[config.mk]
export PLATFORM = sky130hd
export DESIGN_NAME = commit_unit
export DESIGN_NICKNAME = d
export VERILOG_FILES = /design/src/rtl/commit_unit.sv
export SDC_FILE = /design/constraint.sdc
export NUM_CORES = 1
export LEC_CHECK = 0
export CORE_MARGIN = 1
export CORE_UTILIZATION = 42
export DETAILED_ROUTE_END_ITERATION = 7
export PLACE_DENSITY_LB_ADDON = 0.12
export SYNTH_ARGS = -nofsm -noshare
export SYNTH_HDL_FRONTEND = slang
export SYNTH_SLANG_ARGS = --single-unit
[constraint.sdc]
create_clock -name clk -period 2.67 [get_ports clk]
set_input_delay 0.267 -clock clk [delete_from_list [all_inputs] [get_ports clk]]
set_output_delay 0.267 -clock clk [all_outputs]
set_load 0.03 [all_outputs]
[src/rtl/commit_unit.sv]
// In-order commit stage: retires the ROB head, writes the register file, runs the store handshake, flushes on mispredict.
// Optional RVFI retirement trace is built when COMMIT_RVFI_EN is defined.
module commit_unit #(
    parameter int ROB_IDX_W = 4
) (
    input  logic                 clk,
    input  logic                 rst,
    input  logic                 head_valid,
    input  logic [ROB_IDX_W-1:0] head_rob_idx,
    input  logic [4:0]           head_rd,
    input  logic [31:0]          head_value,
    input  logic                 head_is_store,
    input  logic                 head_is_branch,
    input  logic                 head_br_taken,
    input  logic                 head_pred_taken,
    input  logic [31:0]          head_target,
    input  logic [31:0]          head_pc,
    output logic                 deq,
    output logic                 rf_we,
    output logic [4:0]           rf_rd,
    output logic [31:0]          rf_data,
    output logic [ROB_IDX_W-1:0] rf_rob_idx,
    output logic                 st_req,
    output logic [ROB_IDX_W-1:0] st_rob_idx,
    input  logic                 st_ack,
    output logic                 flush,
    output logic [31:0]          redirect_pc,
    output logic [63:0]          instret,
`ifdef COMMIT_RVFI_EN
    output logic                 rvfi_valid,
    output logic [63:0]          rvfi_order,
    output logic [31:0]          rvfi_pc_rdata,
    output logic [31:0]          rvfi_pc_wdata,
    output logic [4:0]           rvfi_rd_addr,
    output logic [31:0]          rvfi_rd_wdata,
`endif
    output logic [1:0]           state_dbg
);

    typedef enum logic [1:0] {
        COMMIT  = 2'd0,
        ST_WAIT = 2'd1,
        FLUSH   = 2'd2
    } state_t;

    state_t state, state_nxt;
    logic   mispredict;
    logic   retire_alu;
    logic   retire_st;

    assign mispredict = head_is_branch && (head_br_taken != head_pred_taken);
    assign state_dbg  = state;

    // Store handshake: st_req is a level held from the cycle after the store
    // reaches the head until the cycle st_ack is seen high; st_ack is only
    // sampled in ST_WAIT and completes the store (and dequeues it) that cycle.
    always_comb begin
        state_nxt  = state;
        deq        = 1'b0;
        retire_alu = 1'b0;
        retire_st  = 1'b0;
        case (state)
            COMMIT: begin
                if (head_valid) begin
                    if (head_is_store) begin
                        state_nxt = ST_WAIT;
                    end else begin
                        deq        = 1'b1;
                        retire_alu = 1'b1;
                        if (mispredict) state_nxt = FLUSH;
                    end
                end
            end
            ST_WAIT: begin
                if (st_ack) begin
                    deq       = 1'b1;
                    retire_st = 1'b1;
                    state_nxt = COMMIT;
                end
            end
            FLUSH: state_nxt = COMMIT;
            default: state_nxt = COMMIT;
        endcase
        // No dequeue may escape while the block is held in reset.
        if (!rst) begin
            deq        = 1'b0;
            retire_alu = 1'b0;
            retire_st  = 1'b0;
        end
    end

    always_ff @(posedge clk) begin
        if (!rst) begin
            state       <= COMMIT;
            rf_we       <= 1'b0;
            rf_rd       <= '0;
            rf_data     <= '0;
            rf_rob_idx  <= '0;
            st_req      <= 1'b0;
            st_rob_idx  <= '0;
            flush       <= 1'b0;
            redirect_pc <= '0;
            instret     <= '0;
        end else begin
            state <= state_nxt;
            rf_we <= 1'b0;
            flush <= 1'b0;
            if (retire_alu) begin
                rf_we      <= (head_rd != 5'd0);
                rf_rd      <= head_rd;
                rf_data    <= head_value;
                rf_rob_idx <= head_rob_idx;
                instret    <= instret + 64'd1;
                if (mispredict) begin
                    flush       <= 1'b1;
                    redirect_pc <= head_target;
                end
            end
            if (state == COMMIT && head_valid && head_is_store) begin
                st_req     <= 1'b1;
                st_rob_idx <= head_rob_idx;
            end
            if (retire_st) begin
                st_req  <= 1'b0;
                instret <= instret + 64'd1;
            end
        end
    end

`ifdef COMMIT_RVFI_EN
    logic retire_any;
    assign retire_any = retire_alu || retire_st;

    always_ff @(posedge clk) begin
        if (!rst) begin
            rvfi_valid    <= 1'b0;
            rvfi_order    <= '0;
            rvfi_pc_rdata <= '0;
            rvfi_pc_wdata <= '0;
            rvfi_rd_addr  <= '0;
            rvfi_rd_wdata <= '0;
        end else begin
            rvfi_valid <= 1'b0;
            if (retire_any) begin
                rvfi_valid    <= 1'b1;
                rvfi_order    <= instret;
                rvfi_pc_rdata <= head_pc;
                rvfi_pc_wdata <= head_is_branch ? head_target : head_pc + 32'd4;
                // Stores and x0 destinations report no register write.
                if (head_is_store || head_rd == 5'd0) begin
                    rvfi_rd_addr  <= 5'd0;
                    rvfi_rd_wdata <= 32'd0;
                end else begin
                    rvfi_rd_addr  <= head_rd;
                    rvfi_rd_wdata <= head_value;
                end
            end
        end
    end
`else
    logic unused_head_pc;
    assign unused_head_pc = ^head_pc;
`endif

endmodule
Word level (Yosys, flattened, before mapping)
Index checks and enable logic that the tools add are counted.
Storage, ports and cells
  register bits: 146
  input port bits: 113
  output and inout bits: 147
  word-level logic and storage cells: 44
Cells by class
  add/subtract/negate cells: 1
  equal/unequal tests: 5
  mux-type cells: 17
  bitwise logic cells: 1
  reductions and logical operators: 10
Operator list (number)
  $mux 64: 2
  $add 64x1->64 const B: 1
  $mux 1: 9
  $mux 2: 4
  $reduce_bool 5->1: 1
  $ne 2x2->1 const B: 2
  $pmux 2 s2: 1
  $reduce_and 2->1: 2
  $logic_and 1x1->1: 3
  $ne 3x3->1 const B: 1
  $reduce_and 3->1: 1
  $eq 2x1->1 const B: 1
  $logic_not 2->1: 1
  $pmux 1 s2: 1
  $reduce_bool 2->1: 1
  $reduce_or 2->1: 1
  $ne 1x1->1: 1
  $not 1->1: 1

Logic depth before layout (Yosys ltp)
Gate-level depths: netlist of run 1.
  word-level depth: 6
  gate-level depth with buffers: 9
  mapped depth without buffers: 6

Worst setup path after synthesis of run 1
Ideal clock, no wire load.
  path type: reg2reg
  start point: register state[0] (netlist: state_dbg[0])
  end point: register instret[55]
  arrival time: 2.177 ns
  setup slack: 0.423 ns
  stages on the path, launching flop included: 7
  path through: dfxtp_1 -> or3b_1 -> buf_6 -> a211oi_4 -> nand4_4 -> or4_1 -> a21oi_1
Between the ends
  word-level cells in the longest chain between the ends: 4
  elaborated cells between the ends (all ways): 8
Ends and longest elaborated chain
  from (decl): RTL line 46  | state_t state, state_nxt;
  from (signal assigned): RTL line 105  | state <= state_nxt;
  $eq 2x1->1 or $logic_not 2->1 (tied branches): RTL line 62  | case (state)
  $mux 1: RTL line 62
  $mux 1: RTL line 85  | if (!rst) begin
  $mux 64 or $reduce_bool 2->1 (tied branches)
  to (signal assigned): RTL line 113  | instret <= instret + 64'd1;
  to (signal assigned): RTL line 125  | instret <= instret + 64'd1;
  to (decl): RTL line 28  | output logic [63:0] instret,
Several ways; a longest one is shown, not always the timed one.
A chain may end at the register's enable or synchronous reset.

Final worst setup path of run 1
  start point: register state[0] (netlist: state_dbg[0])
  end point: output port deq
Between the ends
  word-level cells in the longest chain between the ends: 3
  elaborated cells between the ends (all ways): 4
Ends and longest elaborated chain
  $eq 2x1->1 or $logic_not 2->1 (tied branches): RTL line 62
  $pmux 1 s2 (*): RTL line 62
  $mux 1 (*): RTL line 85
  to (decl): RTL line 18  | output logic deq,
Every way passes the cells marked *; elsewhere a longest branch is shown, timed or not.

==> impl_metrics.json, run 1 <==
{
  "detail_route.iter0.violations": 398,
  "fin_tns_setup_ns": 0,
  "hold_buffers": 0,
  "finalCritPeriodShare_pct": 89.30,
  "setup_violations": 0,
  "relSlewSlack_pct": 57.30,
  "synth_cell_type_count": 45,
  "post-place-ws_ns": -0.02320,
  "required_ns": 2.40,
  "wl_met1_um": 6909,
  "arrival_ns": 2.12,
  "synth_commonest_cells": "nand2_1, dfxtp_1, a21oi_1",
  "ctsResizeCount": 0,
  "clk_latency_ns": 0.42,
  "antenna_found_initial": 0,
  "max_freq_ghz": 0.4194,
  "post_drt_wl_per_cell_um": 14.79,
  "top_layer_used": "met4",
  "dieHeight_um": 121.3,
  "area_growth_pct": 51.40,
  "grt_pass1_wl_um": 27520,
  "die-area_sq_um": 14710,
  "grt_max_degree": 62,
  "drc_errors": 0,
  "synth.most_common_cell": "nand2_1",
  "synth_edf_count": 0,
  "cts_tree": "done",
  "clock-sinks": 146,
  "final_area_sq_um": 9047,
  "dr_wl_met2_um": 8355,
  "post_cts_buffers": 0,
  "fin_ws_ns": 0.2856,
  "crit_type": "flop to output port",
  "status": "complete, no violations",
  "fin_cells": 1154,
  "swShare_pct": 22.86,
  "n_antenna_cell": 0,
  "firstDrtPassIters": 5,
  "synth_warnings": 0,
  "hpwlAfterDp_um": 12160,
  "p_sw_mw": 1.114,
  "period_needed_ns": 2.384,
  "ant_nets": 0,
  "end_kind": "output port",
  "intPower_mw": 3.757,
  "numCtsBuffers": 17,
  "overflow": 0,
  "skew_ns": 0.004927,
  "holdWs_ns": 0.2632,
  "worstPathMaxFanout": 8,
  "ir_drop_mv": 0.4563,
  "io_buffers": 227,
  "final_hold_viol_count": 0,
  "grtUsageTotal_pct": 23.97,
  "pwr-share-comb_pct": 9.3,
  "regArea_sq_um": 2923,
  "synth_area_leader_cell": "dfxtp_1",
  "synth_area_sq_um": 5976,
  "grt_pass1_vias": 5654,
  "yosys-top-cells-area": "dfxtp_1, nand2_1, a21oi_1",
  "drive_gt1_share_pct": 5.647,
  "synth.top_cell.area_share_pct": 48.91,
  "cts_root_buf": "clkbuf_16",
  "avgSynthCellArea_sq_um": 8.141,
  "clk_pin_slew_ns": 0.06,
  "final_util_pct": 65.18,
  "multi_input_area_sq_um": 2865,
  "ios": 260,
  "power_density_nw_per_um2": 538.4,
  "dp_cells": 1124,
  "synth-async-reset-ratio_pct": 0,
  "rsz0062_at_grt": "no",
  "place.gp.congestion": 0.8000,
  "netlist_instances": 734,
  "cts.htree.levels": 4,
  "drt-total-wl_um": 17070,
  "fillers": 1266,
  "yosysSeqAreaShare_pct": 48.91,
  "start_kind": "flop",
  "syn-num-nets": 848,
  "power_mw": 4.871,
  "fin_nets": 1077,
  "start_util_pct": 43.05,
  "ys_ff_latch": 146,
  "post_dp_cell_area_sq_um": 8519,
  "coreArea_sq_um": 13880,
  "cts_buffer_depth": 2,
  "seqPwrFrac_pct": 46.3,
  "via_count": 6005,
  "maxSlewViolCount": 0,
  "die_w_um": 121.3,
  "wl_met3_um": 1525,
  "synth_flop_cell": "dfxtp_1",
  "worstMarginPinSlew_ns": 0.6395,
  "hold_path.class": "input pin to flop",
  "leakage_nw": 3.003,
  "cap_violations": 0,
  "routed_via_density": 5.204,
  "core.rowCount": 43,
  "clock_power_share_pct": 44.5
}
layout make-up:
type                    instances  share of cell area, %
clock buffers                  23                  5.172
clock inverters                 7                 0.6638
inverters                      11                 0.4564
multi-input cells             540                  31.67
flip-flops and latches        146                  32.31
well taps                     180                  2.489
repair buffers                247                  27.24
worst max-delay path, cell delays in order, from the launching register on:
cell     delay, ns
dfxtp_1       0.37
or3b_1        0.53
buf_4         0.20
a21oi_1       0.41
buf_12        0.19
power by group through the flow:
| stage | registers [mW] | logic, mW | clock network [mW] |
|---|---|---|---|
| after global routing | 2.26 | 0.483 | 2.29 |
| after CTS | 2.25 | 0.456 | 2.22 |
| after detailed placement | 2.30 | 0.454 | 0 |
| after global placement | 2.30 | 0.452 | 0 |
| after floorplan | 2.39 | 0.103 | 0 |
| final | 2.25 | 0.452 | 2.17 |
flip-flops by register name (all words and copies together) (netlist names):
signal and count:
flush 1, rf_data 32, rf_we 1, rf_rob_idx 4, instret 64, redirect_pc 32
state_dbg 2, st_req 1, st_rob_idx 4, rf_rd 5
logic make-up (layout without fill, tap and decap cells):
logic type	count (synthesis)	after routing	synth area share, %
AOI/OAI and AO/OA	154	154	14.36
xor gates and xnor gates	27	27	3.957
adders and majority gates	1	1	0.2093
buffers and inverters	48	288	3.266
DFF	146	146	48.91
muxes	7	7	1.173
and+or+nand+nor	351	351	28.12
worst paths after layout:
check / from / end / slack [ns] / depth (start not counted)
max reg2reg: state_dbg[0] / instret[56] / 0.30 / 5
min: rst / instret[35] / 0.26 / 2
min reg2reg: redirect_pc[12] / redirect_pc[12] / 0.45 / 2
max: state_dbg[0] / deq / 0.29 / 4
layout by cell type, fill, tap and decap left out, types with 2 or more instances in the layout:
| cell type | Yosys | routed |
|---|---|---|
| a21oi_1 | 65 | 65 |
| and2_1 | 6 | 6 |
| and3_1 | 9 | 9 |
| and4_1 | 4 | 4 |
| buf_12 | 0 | 4 |
| buf_4 | 0 | 17 |
| clkbuf_1 | 28 | 4 |
| clkbuf_16 | 0 | 17 |
| clkbuf_8 | 0 | 2 |
| clkdlybuf4s50_1 | 0 | 225 |
| clkinv_2 | 0 | 6 |
| dfxtp_1 | 146 | 146 |
| inv_1 | 10 | 10 |
| mux2i_1 | 7 | 7 |
| nand2_1 | 168 | 168 |
| nand2b_1 | 3 | 3 |
| nand3_1 | 26 | 26 |
| nand4_1 | 28 | 28 |
| nor2_1 | 43 | 42 |
| nor3_1 | 12 | 12 |
| nor4_1 | 9 | 9 |
| o211ai_1 | 2 | 2 |
| o21a_1 | 6 | 6 |
| o21ai_0 | 62 | 62 |
| o31ai_1 | 11 | 11 |
| or3_1 | 22 | 22 |
| or4_1 | 12 | 12 |
| xnor2_1 | 13 | 13 |
| xor2_1 | 14 | 14 |
routing by layer:
metal / track usage, % / vias up
met5: 0 / -
met4: 9.645 / 0
met3: 9.633 / 26
met2: 40.41 / 208
met1: 26.70 / 2744
li1: - / 3027
(Power assumes the default switching activity.)
==> run 2, diff against run 1 <==
--- a/config.mk
+++ b/config.mk
@@ -5,6 +5,7 @@
 export SDC_FILE = /design/constraint.sdc
 export NUM_CORES = 1
 export LEC_CHECK = 0
+export ABC_AREA = 0
 export CORE_MARGIN = 1
 export CORE_UTILIZATION = 42
 export DETAILED_ROUTE_END_ITERATION = 7
==> results of run 2 <==
The final DEF is identical to that of run 1; final timing and power are the same.
==> run 3, diff against run 2 <==
--- a/config.mk
+++ b/config.mk
@@ -8,8 +8,10 @@
 export ABC_AREA = 0
 export CORE_MARGIN = 1
 export CORE_UTILIZATION = 42
+export CTS_CLUSTER_DIAMETER = 120
 export DETAILED_ROUTE_END_ITERATION = 7
-export PLACE_DENSITY_LB_ADDON = 0.12
+export PLACE_DENSITY_LB_ADDON = 0.05
+export SLEW_MARGIN = 0
 export SYNTH_ARGS = -nofsm -noshare
 export SYNTH_HDL_FRONTEND = slang
 export SYNTH_SLANG_ARGS = --single-unit
==> impl_metrics.json, run 3 (same netlist as run 1, synthesis figures left out) <==
{
  "cts.htree.levels": 4,
  "regMostFlops": "instret",
  "area_growth_pct": 50.65,
  "io_buffers": 227,
  "start_util_pct": 43.05,
  "worstPathMaxFanout": 11,
  "slowest_delay_ns": 0.47,
  "seqPwrFrac_pct": 46.1,
  "p_sw_mw": 1.112,
  "leakage_nw": 2.983,
  "grt_pass1_wl_um": 27910,
  "swShare_pct": 22.75,
  "ctsResizeCount": 0,
  "status": "complete, no violations",
  "via_count": 6092,
  "overflow": 0,
  "power_density_nw_per_um2": 542.9,
  "crit_type": "flop to flop",
  "relSlewSlack_pct": 61.88,
  "n_antenna_cell": 0,
  "skew_ns": 0.004868,
  "final_hold_viol_count": 0,
  "path_cells": "nand4_1 -> nor4_1 -> buf_4 -> nand3_1 -> buf_4 -> or4_1 -> a21oi_1",
  "ios": 260,
  "required_ns": 3.01,
  "clk_latency_ns": 0.42,
  "start_kind": "flop",
  "fin_tns_setup_ns": 0,
  "ir_drop_mv": 0.3963,
  "power_mw": 4.888,
  "ant_nets": 0,
  "hold_buffers": 0,
  "end_kind": "flop",
  "final_area_sq_um": 9002,
  "numCtsBuffers": 17,
  "cp_common_cell": "buf_4",
  "post_drt_wl_per_cell_um": 15.30,
  "setup_violations": 0,
  "maxSlewViolCount": 0,
  "fin_nets": 1075,
  "path_buf_inv": 2,
  "clock_power_share_pct": 44.7,
  "reg.largest.list": "instret x64, redirect_pc x32, rf_data x32",
  "final_cell_mix": "clkdlybuf4s50_1, nand2_1, dfxtp_1",
  "regArea_sq_um": 2923,
  "final_common_cell": "clkdlybuf4s50_1",
  "grt_pass1_vias": 5776,
  "drc_errors": 0,
  "drive_gt1_share_pct": 5.458,
  "hold_path.class": "input pin to flop",
  "crit_slowest_cell": "nor4_1",
  "coreArea_sq_um": 13880,
  "dieHeight_um": 121.3,
  "reg2reg_setup_slack_ns": 0.29,
  "hpwlAfterDp_um": 12690,
  "die-area_sq_um": 14710,
  "detail_route.iter0.violations": 366,
  "pwr-share-comb_pct": 9.1,
  "drt-total-wl_um": 17610,
  "largest_reg_flops": 64,
  "cts_buffer_depth": 2,
  "multi_input_area_sq_um": 2865,
  "cts_tree": "done",
  "cts_root_buf": "clkbuf_16",
  "firstDrtPassIters": 5,
  "post_cts_buffers": 0,
  "post_dp_cell_area_sq_um": 8467,
  "arrival_ns": 2.73,
  "clk_pin_slew_ns": 0.06,
  "place.gp.congestion": 0.8016,
  "grtUsageTotal_pct": 24.08,
  "period_needed_ns": 2.384,
  "worstMarginPinSlew_ns": 0.5639,
  "clock-sinks": 146,
  "cap_violations": 0,
  "rsz0062_at_grt": "no",
  "core.rowCount": 43,
  "max_freq_ghz": 0.4194,
  "routed_via_density": 5.293,
  "finalCritPeriodShare_pct": 89.30,
  "fillers": 1172,
  "intPower_mw": 3.776,
  "antenna_found_initial": 0,
  "die_w_um": 121.3,
  "grt_max_degree": 55,
  "crit_family": "simple AND/OR/NAND/NOR gates"
}
[run 3: layout make-up]
| cell class | instances | area share, % |
|---|---|---|
| clock inverter | 6 | 0.6393 |
| clock buffer | 23 | 5.309 |
| sequential | 146 | 32.47 |
| inverter | 11 | 0.4587 |
| timing repair buffer | 245 | 26.80 |
| multi-input combinational | 540 | 31.83 |
| tap | 180 | 2.502 |
[run 3: layer usage]
layer | up-vias | wire length (um) | global-route usage (%)
met3 | 37 | 1356 | 8.835
met2 | 193 | 8620 | 40.09
met5 | - | 0 | 0
met1 | 2845 | 7161 | 27.02
met4 | 0 | 474 | 11.65
li1 | 3017 | - | -
[run 3: stage by stage]
step	util (%)	setup WS, ns	hold WS, ns	std cells
floorplan	-	0.4235	0.3756	734
global placement	61.00	0.05591	0.4424	1122
detailed placement	61.00	-0.01784	0.4456	1122
CTS	64.85	0.2722	0.3827	1151
global route	64.85	0.1601	0.3871	1151
finish	64.85	0.2857	0.3965	1151
[run 3: worst reg2reg max path: cells and delay by family (launching register included)]
| kind | cells | cell delay (ns) |
|---|---|---|
| simple gates | 4 | 1.29 |
| flops | 1 | 0.44 |
| buf+inv | 2 | 0.44 |
| compound gates | 1 | 0.15 |
[run 3: power groups by stage]
stage               Sequential [mW]  Combinational [mW]  Clock, mW
floorplan                      2.39               0.103          0
global placement               2.30               0.441          0
detailed placement             2.30               0.446          0
CTS                            2.26               0.448       2.23
global route                   2.26               0.475       2.32
finish                         2.26               0.446       2.19
[run 3: worst paths after layout]
check	from	to	cells past startpoint
max	instret[12]	instret[32]	7
min	head_target[21]	redirect_pc[21]	3
max reg2reg	instret[12]	instret[32]	7
min reg2reg	redirect_pc[22]	redirect_pc[22]	2
==> patch: new RTL, settings of run 1 <==
The option `COMMIT_RVFI_EN` is turned on by a define.
--- a/src/rtl/commit_unit.sv
+++ b/src/rtl/commit_unit.sv
@@ -1,5 +1,7 @@
 // In-order commit stage: retires the ROB head, writes the register file, runs the store handshake, flushes on mispredict.
 // Optional RVFI retirement trace is built when COMMIT_RVFI_EN is defined.
+`define COMMIT_RVFI_EN
+
 module commit_unit #(
     parameter int ROB_IDX_W = 4
 ) (
Formal check against the unedited RTL (old outputs only; new: rvfi_order, rvfi_pc_rdata, rvfi_pc_wdata, rvfi_rd_addr, rvfi_rd_wdata and rvfi_valid): equivalent (equiv_simple and equiv_induct, registers matched by name and starting in step).
==> patch against run 1 <==
  * Worst setup slack worse by 160 ps
  * Routed wire length grew 150%
  * First-iteration DRC count increased by 110%
  * Power is 120% higher
  * Synthesized area increased by 110%
  * Sequential cell count increased by 166
  * Cell area grew 100%
  * Count of clock-buffer cells in the layout grew 28
==> patch: results (changes against run 1) <==
layout inverter count without the clock tree 22 (+11); post-layout net count 2,070 (+92%); Worst R2R End instret[50]; combinational fraction of design power 11.3% (+2.0 points); area occupied by multi-input gates 0.00562 mm² (+96%); compound-gate portion of the synthesized area 13.7% (-0.66 points); distinct cell type count after synthesis 47 (+4.4%); hold endpoint instret[34]; placer congestion estimate 0.872 (+9.0%); TritonCTS buffer count 35 (+18); share of cell area taken by flip-flops and latches 33.7% (+1.4 points); filler instances 2,506 (+98%); Skew-Pair Late Insertion Delay 500 ps (+80 ps); maximum number of pins on one net before global-route repair 117 (+89%); placed cell area 0.0174 mm² (+100%); Vias per Instance 5.28 (+1.4%); share of final-layout standard cells stronger than drive strength 1 7.70% (+2.0 points); total number of placement rows 62 (+44%); Buffers, non-clock 507 (+110%); wire length of the first global-routing pass 66.4 mm (+140%); initial antenna violation count 3 (+3); input/output buffers 425 (+87%); post-synthesis net count 1,630 (+92%); detailed-placement wirelength estimate 30.4 mm (+150%); peak supply drop 0.000595 V (+30%); total track usage 27.6% (+3.6 points); biggest regs instret (64), rvfi_order (64); Lkg Pwr 6.50 nW (+120%); CP max FO 19 (+11); launching element of the worst setup path head_is_store; routed wirelength normalized by instance count 17.9 µm (+21%); total of clock buffers placed in the layout 51 (+120%); portion of netlist area occupied by mux cells 1.30% (+0.13 points); clock buffer and inverter area fraction after layout 5.92% (+0.081 points); count of antenna diodes in the layout 4 (+4); switching component of the power 2.64 mW (+140%); maximum clock insertion buffer count 3 (+1); outcome finished, final reports clean; power in the clock group 4.65 mW (+110%); count of multi-input combinational gates 1,077 (+99%); CTS H-tree lvls 2 (-2); worst-margin pin slew 841 ps (+202 ps); Non-clock buffer share 26.9% (-0.35 points)
-- patch: cell types whose count changed after synthesis, sizes merged, moves of 29 or more --
cell,before,now
clkbuf,28,95
dfxtp,146,312
o21ai,62,33
nand2,168,391
nor2,43,91
a22oi,0,32
nand3,26,104
a21oi,66,170
-- patch: layer usage --
metal	GRT usage (%)	routed length, µm
met1	33.3	17300
met2	46.6	20200
met3	7.54	3310
met4	10.5	1480
met5	0	0
-- patch: through the flow --
| step | std cells | utilization [%] | worst slack, ps | hold WS, ps | power [mW] |
|---|---|---|---|---|---|
| finish | 2363 | 64.4 | 125 | 72.4 | 10.7 |
| global route | 2362 | 64.4 | 74.8 | 80.9 | 11.0 |
| CTS | 2359 | 64.3 | 0.540 | 58.4 | 10.8 |
| detailed placement | 2302 | 60.5 | -229 | 444 | 6.13 |
| global placement | 2302 | 60.5 | -196 | 438 | 6.11 |
| floorplan | 1515 | - | 147 | 366 | 5.49 |
-- patch: timing repair --
item,CTS,global route
hold buffers,0,0
setup endpoints to repair,0,1
resized for setup,0,2
